### src/rtl/mips_alu_md.sv
// EX-stage ALU: single-cycle logic/arith/shift ops plus an iterative
// shift-add multiplier / restoring divider writing the HI/LO registers.
module mips_alu_md #(
  parameter int unsigned WIDTH = 32
) (
  input  logic             clk,
  input  logic             rst,
  input  logic             in_valid,
  output logic             in_ready,
  input  logic [3:0]       ALUctrl,
  input  logic [WIDTH-1:0] in1,
  input  logic [WIDTH-1:0] in2,
  output logic [WIDTH-1:0] op,
  output logic             zeroSignal,
  output logic             out_valid,
  output logic [WIDTH-1:0] hi,
  output logic [WIDTH-1:0] lo
);

  localparam int unsigned SHW = $clog2(WIDTH);
  localparam int unsigned CW  = $clog2(WIDTH + 1);
  localparam int unsigned PW  = 2 * WIDTH + 1;

  localparam logic [3:0] OP_AND   = 4'd0;
  localparam logic [3:0] OP_OR    = 4'd1;
  localparam logic [3:0] OP_ADD   = 4'd2;
  localparam logic [3:0] OP_SLL   = 4'd3;
  localparam logic [3:0] OP_SUB   = 4'd6;
  localparam logic [3:0] OP_SLT   = 4'd7;
  localparam logic [3:0] OP_MULT  = 4'd8;
  localparam logic [3:0] OP_MULTU = 4'd9;
  localparam logic [3:0] OP_DIV   = 4'd10;
  localparam logic [3:0] OP_DIVU  = 4'd11;
  localparam logic [3:0] OP_NOR   = 4'd12;
  localparam logic [3:0] OP_MFHI  = 4'd13;
  localparam logic [3:0] OP_MFLO  = 4'd14;

  typedef enum logic [1:0] {S_IDLE, S_MUL, S_DIV} state_t;

  state_t           r_state, w_state_nxt;
  logic [CW-1:0]    r_cnt;
  logic [PW-1:0]    r_p;       // MUL: {acc, multiplier}; DIV: {remainder, quotient}
  logic [WIDTH-1:0] r_b;       // multiplicand / divisor magnitude
  logic [WIDTH-1:0] r_a;       // raw dividend, returned in HI on divide by zero
  logic             r_neg_q;
  logic             r_neg_r;
  logic             r_divz;

  logic             w_accept;
  logic             w_done;
  logic             w_is_mul;
  logic             w_is_div;
  logic             w_signed;
  logic             w_neg1;
  logic             w_neg2;
  logic [WIDTH-1:0] w_mag1;
  logic [WIDTH-1:0] w_mag2;
  logic [WIDTH-1:0] w_alu;
  logic [WIDTH:0]   w_mul_sum;
  logic [PW-1:0]    w_mul_step;
  logic [PW-1:0]    w_div_sh;
  logic [WIDTH:0]   w_div_diff;
  logic [PW-1:0]    w_div_step;
  logic [2*WIDTH-1:0] w_prod;
  logic [WIDTH-1:0] w_quo;
  logic [WIDTH-1:0] w_rem;

  assign in_ready   = !rst && (r_state == S_IDLE);
  assign zeroSignal = (op == '0);
  assign w_accept   = in_valid && in_ready;
  assign w_done     = (r_cnt == CW'(WIDTH));
  assign w_is_mul   = (ALUctrl == OP_MULT) || (ALUctrl == OP_MULTU);
  assign w_is_div   = (ALUctrl == OP_DIV)  || (ALUctrl == OP_DIVU);
  assign w_signed   = (ALUctrl == OP_MULT) || (ALUctrl == OP_DIV);
  assign w_neg1     = w_signed && in1[WIDTH-1];
  assign w_neg2     = w_signed && in2[WIDTH-1];
  assign w_mag1     = w_neg1 ? -in1 : in1;
  assign w_mag2     = w_neg2 ? -in2 : in2;

  // Single-cycle result
  always_comb begin
    w_alu = '0;
    case (ALUctrl)
      OP_AND:  w_alu = in1 & in2;
      OP_OR:   w_alu = in1 | in2;
      OP_ADD:  w_alu = in1 + in2;
      OP_SUB:  w_alu = in1 - in2;
      OP_SLT:  w_alu = WIDTH'($signed(in1) < $signed(in2));
      OP_SLL:  w_alu = in1 << in2[SHW-1:0];
      OP_NOR:  w_alu = ~(in1 | in2);
      OP_MFHI: w_alu = hi;
      OP_MFLO: w_alu = lo;
      default: w_alu = '0;
    endcase
  end

  // One iteration of shift-add multiply and restoring divide
  always_comb begin
    w_mul_sum  = {1'b0, r_p[2*WIDTH-1:WIDTH]} + {1'b0, r_b};
    w_mul_step = r_p[0] ? ({w_mul_sum, r_p[WIDTH-1:0]} >> 1) : (r_p >> 1);
    w_div_sh   = {r_p[2*WIDTH-1:0], 1'b0};
    w_div_diff = w_div_sh[2*WIDTH:WIDTH] - {1'b0, r_b};
    w_div_step = w_div_diff[WIDTH] ? w_div_sh
                                   : {w_div_diff, w_div_sh[WIDTH-1:1], 1'b1};
  end

  // Sign fixup applied on the completing edge
  always_comb begin
    w_prod = r_neg_q ? -r_p[2*WIDTH-1:0] : r_p[2*WIDTH-1:0];
    w_quo  = r_neg_q ? -r_p[WIDTH-1:0] : r_p[WIDTH-1:0];
    w_rem  = r_neg_r ? -r_p[2*WIDTH-1:WIDTH] : r_p[2*WIDTH-1:WIDTH];
  end

  always_ff @(posedge clk) begin
    if (rst) r_state <= S_IDLE;
    else     r_state <= w_state_nxt;
  end

  always_comb begin
    w_state_nxt = r_state;
    case (r_state)
      S_IDLE: begin
        if (w_accept && w_is_mul)      w_state_nxt = S_MUL;
        else if (w_accept && w_is_div) w_state_nxt = S_DIV;
      end
      S_MUL, S_DIV: if (w_done) w_state_nxt = S_IDLE;
      default: w_state_nxt = S_IDLE;
    endcase
  end

  // Datapath, HI/LO and registered result
  always_ff @(posedge clk) begin
    if (rst) begin
      op        <= '0;
      out_valid <= 1'b0;
      hi        <= '0;
      lo        <= '0;
      r_cnt     <= '0;
      r_p       <= '0;
      r_b       <= '0;
      r_a       <= '0;
      r_neg_q   <= 1'b0;
      r_neg_r   <= 1'b0;
      r_divz    <= 1'b0;
    end else begin
      out_valid <= 1'b0;
      case (r_state)
        S_IDLE: begin
          if (w_accept) begin
            if (w_is_mul || w_is_div) begin
              r_p     <= {{(WIDTH+1){1'b0}}, w_mag1};
              r_b     <= w_mag2;
              r_a     <= in1;
              r_neg_q <= w_neg1 ^ w_neg2;
              r_neg_r <= w_neg1;
              r_divz  <= (in2 == '0);
              r_cnt   <= '0;
            end else begin
              op        <= w_alu;
              out_valid <= 1'b1;
            end
          end
        end
        S_MUL: begin
          if (!w_done) begin
            r_p   <= w_mul_step;
            r_cnt <= r_cnt + CW'(1);
          end else begin
            hi        <= w_prod[2*WIDTH-1:WIDTH];
            lo        <= w_prod[WIDTH-1:0];
            op        <= w_prod[WIDTH-1:0];
            out_valid <= 1'b1;
            r_cnt     <= '0;
          end
        end
        S_DIV: begin
          if (!w_done) begin
            r_p   <= w_div_step;
            r_cnt <= r_cnt + CW'(1);
          end else begin
            if (r_divz) begin
              hi <= r_a;
              lo <= '1;
              op <= '1;
            end else begin
              hi <= w_rem;
              lo <= w_quo;
              op <= w_quo;
            end
            out_valid <= 1'b1;
            r_cnt     <= '0;
          end
        end
        default: ;
      endcase
    end
  end

endmodule

### config.mk
export PLATFORM = sky130hd
export DESIGN_NAME = mips_alu_md
export DESIGN_NICKNAME = d
export VERILOG_FILES = /design/src/rtl/mips_alu_md.sv
export SDC_FILE = /design/constraint.sdc
export NUM_CORES = 1
export LEC_CHECK = 0
export BUFFER_PORTS_ARGS = -buffer_cell sky130_fd_sc_hd__clkbuf_2
export CAP_MARGIN = 20
export CELL_PAD_IN_SITES_DETAIL_PLACEMENT = 0
export CELL_PAD_IN_SITES_GLOBAL_PLACEMENT = 1
export CORE_UTILIZATION = 38
export CTS_BUF_LIST = sky130_fd_sc_hd__clkbuf_8
export CTS_CLUSTER_DIAMETER = 120
export DETAILED_ROUTE_END_ITERATION = 8
export GPL_TIMING_DRIVEN = 0
export PLACE_DENSITY = 0.75
export SYNTH_ARGS = -nofsm -noshare
export SYNTH_HDL_FRONTEND = slang
export SYNTH_SLANG_ARGS = --single-unit
### constraint.sdc
create_clock -name clk -period 13.55 [get_ports clk]
set_input_delay 0.6775 -clock clk [delete_from_list [all_inputs] [get_ports clk]]
set_output_delay 0.6775 -clock clk [all_outputs]
set_load 0.02 [all_outputs]
==> run_results.csv, run 1 <==
group,metric,value,unit
sta,finalSetupViolCount,0,
logic_synthesis,synthMuxAreaShare,4.81,%
sta,min_period,6440,ps
cts,cts_max_level,2,
floorplan,coreArea,0.0633,mm²
setup_path,path_buf_inv,4,
floorplan,rows,92,
logic_synthesis,synth_compound_area_share,33.1,%
layout,seq_area,0.00474,mm²
cts,cts_buffers,40,
grt,overflow,0,
cts,cts.sinks,237,
setup_path,crit_family,"compound AO/OA/AOI/OAI gates",
logic_synthesis,synth_top_area_share,19.4,%
layout,multi_input_area,0.0180,mm²
logic_synthesis,synth.avg_cell_area,7.07,µm²
worst_hold_path,worstHoldStart,"r_a[3]$_SDFFE_PP0P_",
logic_synthesis,yosys.area.top_type,"dfxtp_1",
sta,finalClockSkew,29.0,ps
cts,clk_path_buf_depth,3,
run_status,run_status,"complete, no violations",
setup_path,slowest_stage,"a2111oi_0",
logic_synthesis,post_synth_fa_ha_maj_area_fraction,9.60,%
sta,slew_violations,0,
flow_run,drv_cap,0,
logic_synthesis,synthTopCellsByArea,"dfxtp_1 19%, ha_1 9.3%, a21oi_1 7.9%",
logic_synthesis,async_flop_share,0,%
logic_synthesis,yosys.area_share.simple,20.4,%
cts,cts.clk_slew.worst_paths,70,ps
setup_path,cp.required,14010,ps
layout,final_cells,4544,
placement,gp_congestion,1.07,
sta,worst_pin_slew,1250,ps
layout,final_nets,3926,
floorplan,die_w,256,µm
grt,grt_pass1_vias,27400,
logic_synthesis,yosys_warnings,0,
logic_synthesis,synth_most_common_cell,"nand2_1",
setup_path,r2r-start,"r_p[31]$_SDFFE_PP0P_",
worst_hold_path,hold_class,"flop to flop",
detailed_routing,drc,0,
setup_path,rrSetupSlack,7110,ps
grt,grt_max_degree,13,
sta,setup_ws,7110,ps
setup_path,arrival,6900,ps
setup_path,crit_top_cell,"o21ai_0",
logic_synthesis,synth_xor_area_share,5.88,%
sta,post-route-period-util,47.5,%
logic_synthesis,yosysSeqAreaShare,19.4,%
sta,final_hold_viol_count,0,
logic_synthesis,synth_top_cells_by_count,"407 x nand2_1, 387 x a21oi_1, 322 x nor2_1, 237 x dfxtp_1, 236 x clkbuf_1",
placement,dp_slack,7270,ps
worst_hold_path,hold_depth,2,
layout,syn_to_final_growth,11.2,%
logic_synthesis,synth.net_count,3710,
placement,dp.cells,4473,
worst_hold_path,min_to,"r_a[3]$_SDFFE_PP0P_",
setup_path,cp_max_fo,10,
detailed_routing,drtIter0Drc,4185,
power_and_ir_drop,power.total,2.13,mW
power_and_ir_drop,p_leak,10.5,nW
layout,drive_gt1_share,8.15,%
setup_path,reg2reg_to,"r_p[56]$_SDFFE_PP0P_",
detailed_routing,viasPerCell,6.55,
layout,n_fill_cell,6815,
setup_path,rr_worst_depth,19,
detailed_routing,finalWirelength,142,mm
grt,grt_usage,41.8,%
cts,insertion_delay,600,ps
setup_path,cp-end-kind,"flop",
cts,root_buffer,"clkbuf_8",
setup_path,worstSetupPathType,"flop to flop",
detailed_routing,dr.pass1.iters,6,
placement,io_buffers,168,
sta,holdWs,458,ps
cts,cts_setup_buffers,0,
cts,cts_tree,"done",
setup_path,critPathMaxStageDelay,840,ps
floorplan,ios,170,
logic_synthesis,synthesis.area,0.0244,mm²
logic_synthesis,netlist-cell-type-count,89,
placement,dp_hpwl,113,mm
detailed_routing,detail_route.wl_per_cell,31.2,µm
logic_synthesis,synth_edf_count,0,
logic_synthesis,ys_ff_latch,237,
sta,tns,0,ps
setup_path,critPathLaunchType,"flop",
cts,cts_resized,0,
logic_synthesis,synthCells,3454,
grt,antenna_found_initial,5,
detailed_routing,num_vias,29800,
cts,hold_buffers,0,
detailed_routing,postRouteAntennaNets,0,
floorplan,die_area,0.0653,mm²
power_and_ir_drop,peakVddDrop,0.0576,mV
logic_synthesis,synth_top_family_by_area,"compound AO/OA/AOI/OAI gates",
power_and_ir_drop,p_per_area,78.4,mW/mm²
sta,max-slew-margin-rel,15.4,%
sta,rsz0062_at_grt,"no",
logic_synthesis,synthFlopType,"dfxtp_1",
floorplan,start_util,38.6,%
grt,grt_pass1_wl,200,mm
floorplan,die_h,256,µm
sta,max_freq,0.155,GHz
setup_path,path_cells,"inv_1, ha_1, inv_1, fa_1, a211oi_1, o211ai_1, a21oi_1, o21ai_0, a2111oi_0, o31ai_1, a31oi_1, o21ai_0, ha_1, clkbuf_1, clkbuf_1, mux2i_1, nor2_1, a211oi_1, o21ai_0",
## metrics by stage
| stage | utilization, % | cell area, µm² |
|---|---|---|
| 6_report | 42.9 | 27200 |
| 5_1_grt | 42.9 | 27200 |
| 4_1_cts | 42.9 | 27100 |
| 3_5_place_dp | 41.7 | 26400 |
| 3_3_place_gp | 41.6 | 26300 |
| 2_1_floorplan | - | 24400 |
## tightest hold or removal path, delay by kind of cell, from the launching register on
kind | cells | cell delay, ps
compound gates | 1 | 50
flops | 1 | 310
simple gates | 1 | 50
## state kept, by name, indices dropped and copies added, names as in the netlist
| register | flops |
|---|---|
| r_neg_r | 1 |
| r_state | 2 |
| r_p | 65 |
| r_divz | 1 |
| r_a | 32 |
| hi | 32 |
| op | 32 |
| r_b | 32 |
| r_cnt | 6 |
| out_valid | 1 |
| lo | 32 |
| r_neg_q | 1 |
## report_power, final
part           switching, mW  internal (mW)  leakage, nW
Combinational          0.512          0.211         8.11
Clock                  0.335          0.328        0.437
Sequential            0.0279          0.715         1.92
Total                  0.875           1.25         10.5
## layout make-up
| cell class | count | area share [%] |
|---|---|---|
| Multi-Input combinational cell | 2778 | 66.4 |
| Sequential cell | 237 | 17.5 |
| Tap cell | 846 | 3.90 |
| Buffer | 272 | 3.87 |
| Timing Repair Buffer | 174 | 3.27 |
| Clock buffer | 46 | 2.33 |
| Inverter | 167 | 2.31 |
| Clock inverter | 21 | 0.447 |
| Antenna cell | 3 | 0.0276 |
## kinds of logic after synthesis
group,Yosys count
AND/OR/NAND/NOR,1101
XOR/XNOR,164
buffers and inverters,439
AO/OA/AOI/OAI,1234
flip-flops,237
multiplexers,94
adder cells (fa/ha/maj),185
## worst max path at each step
stage                         start              endpoint  slack (ps)  cells after the start
6_report       r_p[31]$_SDFFE_PP0P_  r_p[56]$_SDFFE_PP0P_        7110                     19
5_1_grt        r_p[31]$_SDFFE_PP0P_  r_p[56]$_SDFFE_PP0P_        6720                     19
4_1_cts        r_p[31]$_SDFFE_PP0P_  r_p[56]$_SDFFE_PP0P_        7260                     19
3_5_place_dp   r_p[31]$_SDFFE_PP0P_  r_p[56]$_SDFFE_PP0P_        7270                     19
3_3_place_gp   r_p[31]$_SDFFE_PP0P_  r_p[56]$_SDFFE_PP0P_        7270                     19
2_1_floorplan  r_p[31]$_SDFFE_PP0P_  r_p[36]$_SDFFE_PP0P_        9170                     20
## placed cells by master (no fill, tap or decap), drive strengths merged, types with 18 or more instances in the layout
cell    count
inv       175
clkbuf    450
nor3       91
nor2      322
a311oi     35
mux4       18
a211oi     79
nand2b     26
a21o       54
buf        42
mux2i      69
nand3      59
o31ai      32
nor2b      20
o21ai     216
xnor2     114
nand4      25
xor2       50
o21bai     28
ha        181
nor4       39
o21a       22
a221oi     28
or3        38
nand2     407
a221o      30
and3       19
dfxtp     237
a31oi      43
o211ai     61
a21oi     388
o22ai      30
a22oi      44
## layer usage
layer | global-route usage (%) | wire length (µm) | part of all wire [%] | up-vias
met1 | 53.8 | 54400 | 38 | 14100
met5 | 0 | 12 | 0.0085 | -
met2 | 60.6 | 57400 | 40 | 2120
li1 | - | - | - | 13100
met4 | 31.1 | 12800 | 9.1 | 2
met3 | 9.52 | 17100 | 12 | 470
Power figures use the tool's default switching activity.
==> run 2: changes to the inputs <==
- PLACE_DENSITY: 0.75 -> 0.78
- clock period: 13.55 -> 5.7 ns (I/O delays scaled with it)
==> run 2 against run 1 <==
Clock power rose to 2.7 times the previous value. Hold slack got worse by 410 ps. Cell area rose by 0.68%. Largest cell class unchanged. Largest power group is now clock.
==> run_results.csv, run 2 (synthesis gave the netlist of run 1 again) <==
group,metric,value,unit
sta,setup_ws,306,ps
cts,cts.clk_slew.worst_paths,70,ps
power_and_ir_drop,p_leak,10.5,nW
power_and_ir_drop,peakVddDrop,0.144,mV
cts,insertion_delay,630,ps
sta,rsz0062_at_grt,"no",
detailed_routing,num_vias,29900,
cts,cts_buffers,42,
cts,cts.sinks,237,
setup_path,critPathMaxStageDelay,530,ps
power_and_ir_drop,clock_power_share,33.8,%
detailed_routing,drtIter0Drc,4310,
sta,min_period,5390,ps
floorplan,start_util,38.6,%
detailed_routing,drc,0,
grt,overflow,0,
setup_path,critPathLaunchType,"flop",
detailed_routing,topRoutingLayerUsed,"met5",
detailed_routing,dr.pass1.iters,7,
power_and_ir_drop,p_switching,2.15,mW
power_and_ir_drop,intPower,3.13,mW
layout,final_common_cell,"nand2_1",
layout,final_nets,3927,
run_status,run_status,"complete, no violations",
sta,finalSetupViolCount,0,
floorplan,die_h,256,µm
worst_hold_path,hold_class,"input pin to flop",
power_and_ir_drop,sw_frac_of_total,40.8,%
layout,top_register,"r_p",
floorplan,ios,170,
floorplan,die_area,0.0653,mm²
cts,root_buffer,"clkbuf_8",
placement,dp_slack,-720,ps
detailed_routing,finalWirelength,144,mm
sta,slew_violations,0,
cts,cts_tree,"done",
layout,drive_gt1_share,8.64,%
floorplan,coreArea,0.0633,mm²
grt,antenna_found_initial,4,
setup_path,arrival,5860,ps
floorplan,die_w,256,µm
cts,cts_setup_buffers,0,
placement,gp_congestion,1.06,
grt,grt_pass1_vias,27500,
grt,grt_usage,42.4,%
sta,worst_pin_slew,1160,ps
cts,hold_buffers,0,
layout,mostFrequentLayoutCells,"406 x nand2_1, 387 x a21oi_1, 321 x nor2_1, 237 x dfxtp_1, 233 x clkbuf_1",
sta,post-route-period-util,94.6,%
placement,dp_hpwl,114,mm
detailed_routing,wl_met1,55.1,mm
power_and_ir_drop,p_per_area,193,mW/mm²
placement,io_buffers,168,
setup_path,cp-end-kind,"flop",
sta,max_freq,0.185,GHz
grt,grt_max_degree,13,
flow_run,drv_cap,0,
detailed_routing,wl_met3,17.6,mm
sta,tns,0,ps
cts,clk_path_buf_depth,3,
detailed_routing,postRouteAntennaNets,0,
floorplan,rows,92,
grt,grt_pass1_wl,202,mm
layout,n_fill_cell,6857,
detailed_routing,viasPerCell,6.57,
setup_path,cp.required,6160,ps
sta,final_hold_viol_count,0,
layout,largest_reg_flops,65,
sta,finalClockSkew,38.9,ps
layout,syn_to_final_growth,11.9,%
setup_path,path_cells,"inv_1, ha_1, inv_1, fa_1, a211oi_2, o211ai_1, a21oi_1, o21ai_1, a2111oi_4, o31ai_1, a31oi_1, o21ai_0, ha_2, nor2_2, clkbuf_1, a222oi_1, o21ai_0, a2bb2oi_1",
setup_path,cp_max_fo,10,
sta,max-slew-margin-rel,21.4,%
setup_path,slowest_stage,"ha_2",
detailed_routing,wl_met2,59.7,mm
detailed_routing,detail_route.wl_per_cell,31.6,µm
power_and_ir_drop,comb_power_share,32.8,%
power_and_ir_drop,pwr-share-seq,33.4,%
cts,cts_max_level,2,
setup_path,worstSetupPathType,"flop to flop",
-- run 2: worst max-delay path: cells and delay by family, from the launching register on --
kind / cells / cell delay [ps]
AO/OA/AOI/OAI: 11 / 3040
adder cells (fa/ha/maj): 3 / 1200
AND/OR/NAND/NOR: 1 / 130
buffers and inverters: 3 / 490
flip-flops: 1 / 370
-- run 2: area by class of cell --
type	count	area, µm²	share of cell area, %
diodes	3	7.51	0.0275
plain buffers	271	1050	3.84
clock buffers	55	757	2.77
clock inverters	21	144	0.526
inverters	167	627	2.29
multi-input cells	2778	18100	66.1
flip-flops and latches	237	4740	17.4
well taps	846	1060	3.87
repair buffers	174	891	3.26
-- run 2: metrics by stage --
stage	total power, mW	cells	area [µm²]	hold WS, ps	util [%]
floorplan	2.76	3454	24400	421	-
global placement	3.43	4468	26300	443	41.6
detailed placement	3.42	4472	26400	443	41.7
CTS	5.16	4547	27300	34.4	43.1
global route	5.39	4550	27300	66.2	43.2
finish	5.28	4552	27300	48.4	43.2
-- run 2: path summary, 6_finish.rpt --
check	startpoint	endpoint	slack, ps	depth (start not counted)
setup / recovery	r_p[31]$_SDFFE_PP0P_	r_p[60]$_SDFFE_PP0P_	310	18
hold / removal	in2[18]	r_b[18]$_SDFFE_PP0P_	50	3
setup reg to reg	r_p[31]$_SDFFE_PP0P_	r_p[60]$_SDFFE_PP0P_	310	18
hold reg to reg	r_a[3]$_SDFFE_PP0P_	r_a[3]$_SDFFE_PP0P_	450	2
-- run 2: power groups by stage --
| stage | sequential (mW) | clock (mW) | combinational (mW) |
|---|---|---|---|
| 3_5_place_dp | 1.80 | 0 | 1.63 |
| 6_report | 1.76 | 1.78 | 1.73 |
| 2_1_floorplan | 1.79 | 0 | 0.969 |
| 5_1_grt | 1.76 | 1.83 | 1.80 |
| 3_3_place_gp | 1.80 | 0 | 1.63 |
| 4_1_cts | 1.76 | 1.77 | 1.64 |
-- run 2: metal layers --
layer,vias to the layer above,GRT usage (%)
met5,-,0
met4,2,27.8
met3,419,8.68
met2,2138,63.4
met1,14200,55.1
li1,13100,-
-- run 2: repair_timing --
item                                    4_1_cts  5_1_grt
gates resized for setup                       7        5
endpoints found under the setup margin       31       23
gates cloned                                  0        0
